### src/rtl/xy_point_seq.sv
// Frame-snapshot XY point sequencer: on each frame tick it latches the object
// positions, then emits ball, left paddle and right paddle points, one per point tick.
module xy_point_seq #(
    parameter logic [7:0]  PAD_L_X  = 8'd16,
    parameter logic [7:0]  PAD_R_X  = 8'd239,
    parameter int unsigned PAD_LEN  = 32,
    parameter int unsigned BALL_REP = 4
) (
    input  logic       sysclk,
    input  logic       rst,
    input  logic       clk_100k,
    input  logic       clk_ctr,
    input  logic [7:0] ball_x,
    input  logic [7:0] ball_y,
    input  logic [7:0] pad_l_y,
    input  logic [7:0] pad_r_y,
    output logic [7:0] dac_x,
    output logic [7:0] dac_y,
    output logic       dac_wr,
    output logic       frame_start,
    output logic       busy,
    output logic       overrun
);
    localparam int unsigned IW = 6;
    localparam logic [IW-1:0] BALL_LAST = IW'(BALL_REP - 1);
    localparam logic [IW-1:0] PAD_LAST  = IW'(PAD_LEN - 1);

    typedef enum logic [1:0] {IDLE, BALL, PAD_L, PAD_R} state_t;

    state_t        state;
    logic [IW-1:0] idx;
    logic [7:0]    bx, by, ly, ry;
    logic          prev_p, prev_f;
    logic          pt_tick, fr_tick;

    assign pt_tick = clk_100k & ~prev_p;
    assign fr_tick = clk_ctr & ~prev_f;

    // Paddle y runs downward from its top; clamp at the screen edge instead of wrapping.
    function automatic logic [7:0] sat_add(input logic [7:0] a, input logic [IW-1:0] i);
        logic [8:0] s;
        s = 9'(a) + 9'(i);
        return s[8] ? 8'hFF : s[7:0];
    endfunction

    always_ff @(posedge sysclk) begin
        if (rst) begin
            // Track the live levels so a high input at release is not seen as an edge.
            prev_p      <= clk_100k;
            prev_f      <= clk_ctr;
            state       <= IDLE;
            idx         <= '0;
            bx          <= '0;
            by          <= '0;
            ly          <= '0;
            ry          <= '0;
            dac_x       <= '0;
            dac_y       <= '0;
            dac_wr      <= 1'b0;
            frame_start <= 1'b0;
            busy        <= 1'b0;
            overrun     <= 1'b0;
        end else begin
            prev_p      <= clk_100k;
            prev_f      <= clk_ctr;
            dac_wr      <= 1'b0;
            frame_start <= 1'b0;
            if (fr_tick && state != IDLE) begin
                overrun <= 1'b1;
            end
            case (state)
                IDLE: begin
                    if (fr_tick) begin
                        bx          <= ball_x;
                        by          <= ball_y;
                        ly          <= pad_l_y;
                        ry          <= pad_r_y;
                        frame_start <= 1'b1;
                        busy        <= 1'b1;
                        idx         <= '0;
                        state       <= BALL;
                    end
                end
                BALL: begin
                    if (pt_tick) begin
                        dac_x  <= bx;
                        dac_y  <= by;
                        dac_wr <= 1'b1;
                        if (idx == BALL_LAST) begin
                            idx   <= '0;
                            state <= PAD_L;
                        end else begin
                            idx <= idx + IW'(1);
                        end
                    end
                end
                PAD_L: begin
                    if (pt_tick) begin
                        dac_x  <= PAD_L_X;
                        dac_y  <= sat_add(ly, idx);
                        dac_wr <= 1'b1;
                        if (idx == PAD_LAST) begin
                            idx   <= '0;
                            state <= PAD_R;
                        end else begin
                            idx <= idx + IW'(1);
                        end
                    end
                end
                PAD_R: begin
                    if (pt_tick) begin
                        dac_x  <= PAD_R_X;
                        dac_y  <= sat_add(ry, idx);
                        dac_wr <= 1'b1;
                        if (idx == PAD_LAST) begin
                            idx   <= '0;
                            busy  <= 1'b0;
                            state <= IDLE;
                        end else begin
                            idx <= idx + IW'(1);
                        end
                    end
                end
                default: begin
                    idx   <= '0;
                    state <= IDLE;
                end
            endcase
        end
    end

endmodule

### config.mk
export PLATFORM = sky130hd
export DESIGN_NAME = xy_point_seq
export DESIGN_NICKNAME = d
export VERILOG_FILES = /design/src/rtl/xy_point_seq.sv
export SDC_FILE = /design/constraint.sdc
export NUM_CORES = 1
export LEC_CHECK = 0
export ABC_AREA = 1
export BUFFER_PORTS_ARGS = -buffer_cell sky130_fd_sc_hd__buf_2
export CORE_ASPECT_RATIO = 0.7
export CORE_MARGIN = 2
export CORE_UTILIZATION = 36
export DETAILED_ROUTE_END_ITERATION = 8
export GPL_ROUTABILITY_DRIVEN = 0
export SYNTH_ARGS = -nofsm -noshare
export SYNTH_HDL_FRONTEND = slang
export SYNTH_SLANG_ARGS = --single-unit
### constraint.sdc
create_clock -name sysclk -period 2.2 [get_ports sysclk]
set_clock_uncertainty 0.1 [all_clocks]
set_input_delay 0.11 -clock sysclk [delete_from_list [all_inputs] [get_ports sysclk]]
set_output_delay 0.11 -clock sysclk [all_outputs]
set_load 0.02 [all_outputs]
==> Word level (Yosys, flattened, before mapping) <==
Index checks and enable logic that the tools add are counted.
{ "op_classes": {"addsub": 3, "eq_ne": 13, "mux": 30, "bitwise_logic": 6, "reduce_logical": 14} }
{ "op_table": {"columns": ["cell", "count"], "rows": [
  ["$mux W8", 8],
  ["$pmux W8 S3", 2],
  ["$mux W6", 5],
  ["$add A8 B6 Y9", 2],
  ["$pmux W6 S3", 1],
  ["$mux W2", 7],
  ["$ne A2 B2 Y1 const B", 7],
  ["$pmux W2 S4", 1],
  ["$reduce_and A4 Y1", 2],
  ["$reduce_and A7 Y1", 1],
  ["$add A6 B1 Y6 const B", 1],
  ["$eq A6 B2 Y1 const B", 1],
  ["$eq A6 B5 Y1 const B", 1],
  ["$reduce_or A2 Y1", 3],
  ["$mux W1", 5],
  ["$eq A2 B2 Y1 const B", 2],
  ["$not A1 Y1", 4],
  ["$reduce_bool A2 Y1", 2],
  ["$reduce_and A3 Y1", 1],
  ["$reduce_bool A3 Y1", 1],
  ["$reduce_or A3 Y1", 1],
  ["$and A1 B1 Y1", 2],
  ["$eq A2 B1 Y1 const B", 1],
  ["$logic_not A2 Y1", 1],
  ["other kinds (4)", 4]
]} }
{ "word_totals": {"regBits": 62, "in_bits": 36, "output_inout_bits": 20} }

==> Logic depth before layout (Yosys ltp) <==
{ "depth": {"word_depth": 4, "ltp_mapped": 12, "depth_no_buf": 12} }

==> Worst setup path after synthesis <==
OpenSTA, ideal clock, no wires.
{ "synth_path": {"kind": "flip-flop to flip-flop", "start": "register idx[0]", "end": "register dac_y[2]", "setup_time_ps": 109, "arrival_ps": 1796, "path_slack_ps": 196, "path_stages_with_launch": 13, "n_path_buf": 0, "period_less_slack_ps": 2004, "cell_sequence": "dfxtp_1 ha_1 fa_1 nand2_1 inv_1 nand2_1 nand2_1 a21oi_1 o21ai_0 nand2_1 nand3_1 nand2_1 inv_1"} }
{ "synth_between": {"elab_chain_len": 4} }
{ "synth_rtl": {"columns": ["item", "line_no", "rtl"], "rows": [
  ["start, declared", "31", "logic [IW-1:0] idx;"],
  ["start signal, assigned", "93", "idx <= idx + IW'(1);"],
  ["start signal, assigned", "106", "idx <= idx + IW'(1);"],
  ["start signal, assigned", "120", "idx <= idx + IW'(1);"],
  ["$add A8 B6 Y9", "42", "s = 9'(a) + 9'(i);"],
  ["$mux W8", "43", "return s[8] ? 8'hFF : s[7:0];"],
  ["$mux W8 (on tied branches)", "111, 98", null],
  ["$pmux W8 S3 *", "71", "case (state)"],
  ["end signal, assigned", "87", "dac_y <= by;"],
  ["end signal, assigned", "100", "dac_y <= sat_add(ly, idx);"],
  ["end signal, assigned", "113", "dac_y <= sat_add(ry, idx);"],
  ["end, declared", "18", "output logic [7:0] dac_y,"]
]} }
Mark *: on every way between the ends. The rest lies on a longest branch, timed or not. The select of a mux whose other input is x is not followed.
A chain may end at the register's enable or synchronous reset.

==> Worst setup path after layout <==
{ "layout_path": {"start": "register state[0]", "end": "register dac_x[0]"} }
{ "layout_between": {"elab_chain_len": 3} }
{ "layout_rtl": {"columns": ["item", "line_no", "rtl"], "rows": [
  ["start, declared", "30", "state_t state;"],
  ["start signal, assigned", "51", "state <= IDLE;"],
  ["start signal, assigned", "81", "state <= BALL;"],
  ["start signal, assigned", "91", "state <= PAD_L;"],
  ["$eq A2 B1 Y1 / $eq A2 B2 Y1 (equally long branches)", "71", null],
  ["$ne A2 B2 Y1 (no source line) / $reduce_bool A3 Y1 (equally long branches)", null, null],
  ["$reduce_and A4 Y1 (no source line)", null, null],
  ["end signal, assigned", "86", "dac_x <= bx;"],
  ["end signal, assigned", "99", "dac_x <= PAD_L_X;"],
  ["end signal, assigned", "112", "dac_x <= PAD_R_X;"],
  ["end, declared", "17", "output logic [7:0] dac_x,"]
]} }
Parallel ways exist; a longest one is shown, timed or not.

==> results.yml <==
clocking:
  insertion_delay_ns: 0.33
  cts_inserted_buffers: 9
  cts_max_level: 3
  cts_sinks: 62
  clock-root-buffer: "clkbuf_16"
  clkTransAtPathRegs_ns: 0.05
  cts_tree: "done"
  cts_buffer_depth: 2
sta:
  hold_violations: 0
  slew_headroom: 0.605
  setup_ws_ns: 0.161
  slew_viol_final: 0
  period_minus_slack_ns: 2.04
  rsz0062_at_grt: "false"
  tns_ns: 0
  finalCritPeriodShare: 0.927
  setup_viol_count_final: 0
  fmax_mhz: 490
  worstMarginPinSlew_ns: 0.591
synthesis:
  ys_ff_latch: 62
  yosys-top-cells-area: "dfxtp_1 (38%), nor2_1 (10%), nand2_1 (10%)"
  synthCells: 469
  syn_area_um2: 3300
  yosysMostFrequentCell: "nor2_1"
  yosys_warnings: 0
  syn_nets: 524
  synth_edf_count: 0
  async_reset_ff_frac: 0
  yosys.area.top_type: "dfxtp_1"
  seq_area_frac_synth: 0.377
  syn_avg_cell_area_um2: 7.03
  synth_cell_types: 37
  ys_dominant_reg_cell: "dfxtp_1"
  synth_commonest_cells: "nor2_1 (92), nand2_1 (91), dfxtp_1 (62)"
  synth_top_area_share: 0.377
drt:
  ant_nets: 0
  drtPass1Iterations: 4
  routed_wl_um: 8540
  drc_errors: 0
  via_count: 3257
  viasPerCell: 4.69
  drt_iter0_drc: 145
  avgRoutedWirePerCell_um: 12.3
layout:
  drive_gt1_frac: 0.182
  n_fill_cell: 884
  diodes: 0
  syn_to_final_growth_pct: 33.4
  fin_cells: 694
  fin_nets: 621
floorplan:
  die_h_um: 84.1
  die_w_um: 118
  core_um2: 8960
  top_level_ports: 56
  die_area_um2: 9950
  start_util: 0.368
  rows: 29
worst_setup_path:
  critPathKind: "reg -> reg"
  startpoint_type: "flop"
  critPathCaptureType: "flop"
  crit_chain: "inv_1 > ha_1 > nor2_8 > inv_2 > o21ai_4 > nand2_4 > clkinv_4 > buf_4 > o21ai_1 > a21oi_2"
  cpPeakStageDelay_ns: 0.45
  cp_max_fo: 10
  arrival_ns: 2.20
  cp_num_buf_inv: 4
  cpMaxStageDelayCell: "dfxtp_1"
  cp.required_ns: 2.36
  crit_family: "buffers and inverters"
job:
  cap_violations: 0
placed_design:
  io_buffer_count: 55
  dp_hpwl_um: 6110
  place_inst: 645
  pre_cts_ws_ns: 0.0833
pwr:
  p_leak_nw: 2.16
  irDropWorstVdd_v: 0.000626
  power_density_nw_per_um2: 1150
grt:
  antenna_found_initial: 0
  grt_pass1_wl_um: 14600
  grt_max_degree: 30
  grt_pass1_vias: 3145
  track_usage: 0.184
  overflow: 0
status:
  status: "complete, no violations"
hold_path:
  hold_path.class: "in -> reg"
==> final timing paths <==
| path | from | slack, ns | depth (start not counted) | endpoint |
|---|---|---|---|---|
| setup / recovery | state[0] | 0.16 | 10 | dac_x[0] |
| hold / removal | rst | 0.1 | 3 | idx[1] |
| setup reg to reg | state[0] | 0.16 | 10 | dac_x[0] |
| hold reg to reg | bx[5] | 0.36 | 2 | dac_x[5] |
==> tightest hold or removal path: stages <==
cell,delay (ns)
buf_2,0.09
buf_4,0.22
a21oi_1,0.06
==> power breakdown <==
part | internal (mW) | switching, mW
clock network | 0.983 | 0.496
registers | 1.42 | 0.177
logic | 0.715 | 1.25
==> timing repair <==
item | in CTS | in global routing
endpoints found under the setup margin | 0 | 7
hold buffers | 34 | 0
hold endpoints to repair | 34 | 0
buffers inserted | 0 | 0
gates resized for setup | 0 | 3
==> state kept, by name, summed over array words and instances (netlist names) <==
name and count:
bx 8, by 8, dac_x 8, dac_y 8, ly 8, ry 8
idx 6, state 2, busy 1, dac_wr 1, frame_start 1, overrun 1
prev_f 1, prev_p 1
==> per-stage QoR <==
step           cell area, µm²  hold slack [ns]  utilization  total power, mW
3_5_place_dp             3740            0.131        0.418             3.53
5_1_grt                  4400            0.108        0.490             5.38
6_report                 4400           0.0982        0.490             5.04
4_1_cts                  4390           0.0831        0.490             5.07
3_3_place_gp             3740            0.127        0.418             3.51
2_1_floorplan            3300           0.0377            -             2.98
==> cell usage in the layout (no fill, tap or decap), types with 3 or more instances in the layout <==
cell type and count:
ha_1 17, buf_2 55, a21oi_1 24, nor2_2 3
buf_4 10, nand3_1 26, a21oi_2 9, o21ai_1 15
o21ai_0 40, dlygate4sd3_1 34, inv_2 3, dfxtp_1 62
clkbuf_16 9, nand2_1 91, nor2_1 92, xnor2_1 4
inv_1 44
==> area by class of cell <==
cell class,count,area (µm²),share of cell area
multi-input cells,343,1790,0.407
flip-flops and latches,62,1240,0.282
repair buffers,100,711,0.162
clock buffers,11,233,0.0529
inverters,50,193,0.0438
well taps,124,155,0.0353
clock inverters,4,72.6,0.0165
==> layer usage <==
| layer | wire length (µm) | track usage | vias up | share of wire |
|---|---|---|---|---|
| met3 | 517 | 0.0622 | 22 | 0.061 |
| met4 | 188 | 0.0701 | 0 | 0.022 |
| met1 | 4260 | 0.245 | 1443 | 0.50 |
| met2 | 3580 | 0.275 | 95 | 0.42 |
| li1 | - | - | 1697 | - |
| met5 | 0 | 0 | - | 0 |
==> cells by family (layout without fill, tap and decap cells) <==
group | after synthesis | count (layout) | synth area share
and+or+nand+nor | 221 | 221 | 0.276
AOI/OAI and AO/OA | 97 | 97 | 0.173
buffers and inverters | 64 | 165 | 0.0820
DFF | 62 | 62 | 0.377
adders and majority gates | 19 | 19 | 0.0767
xor gates and xnor gates | 6 | 6 | 0.0159
Note: power is estimated with default switching activity, not from simulation.
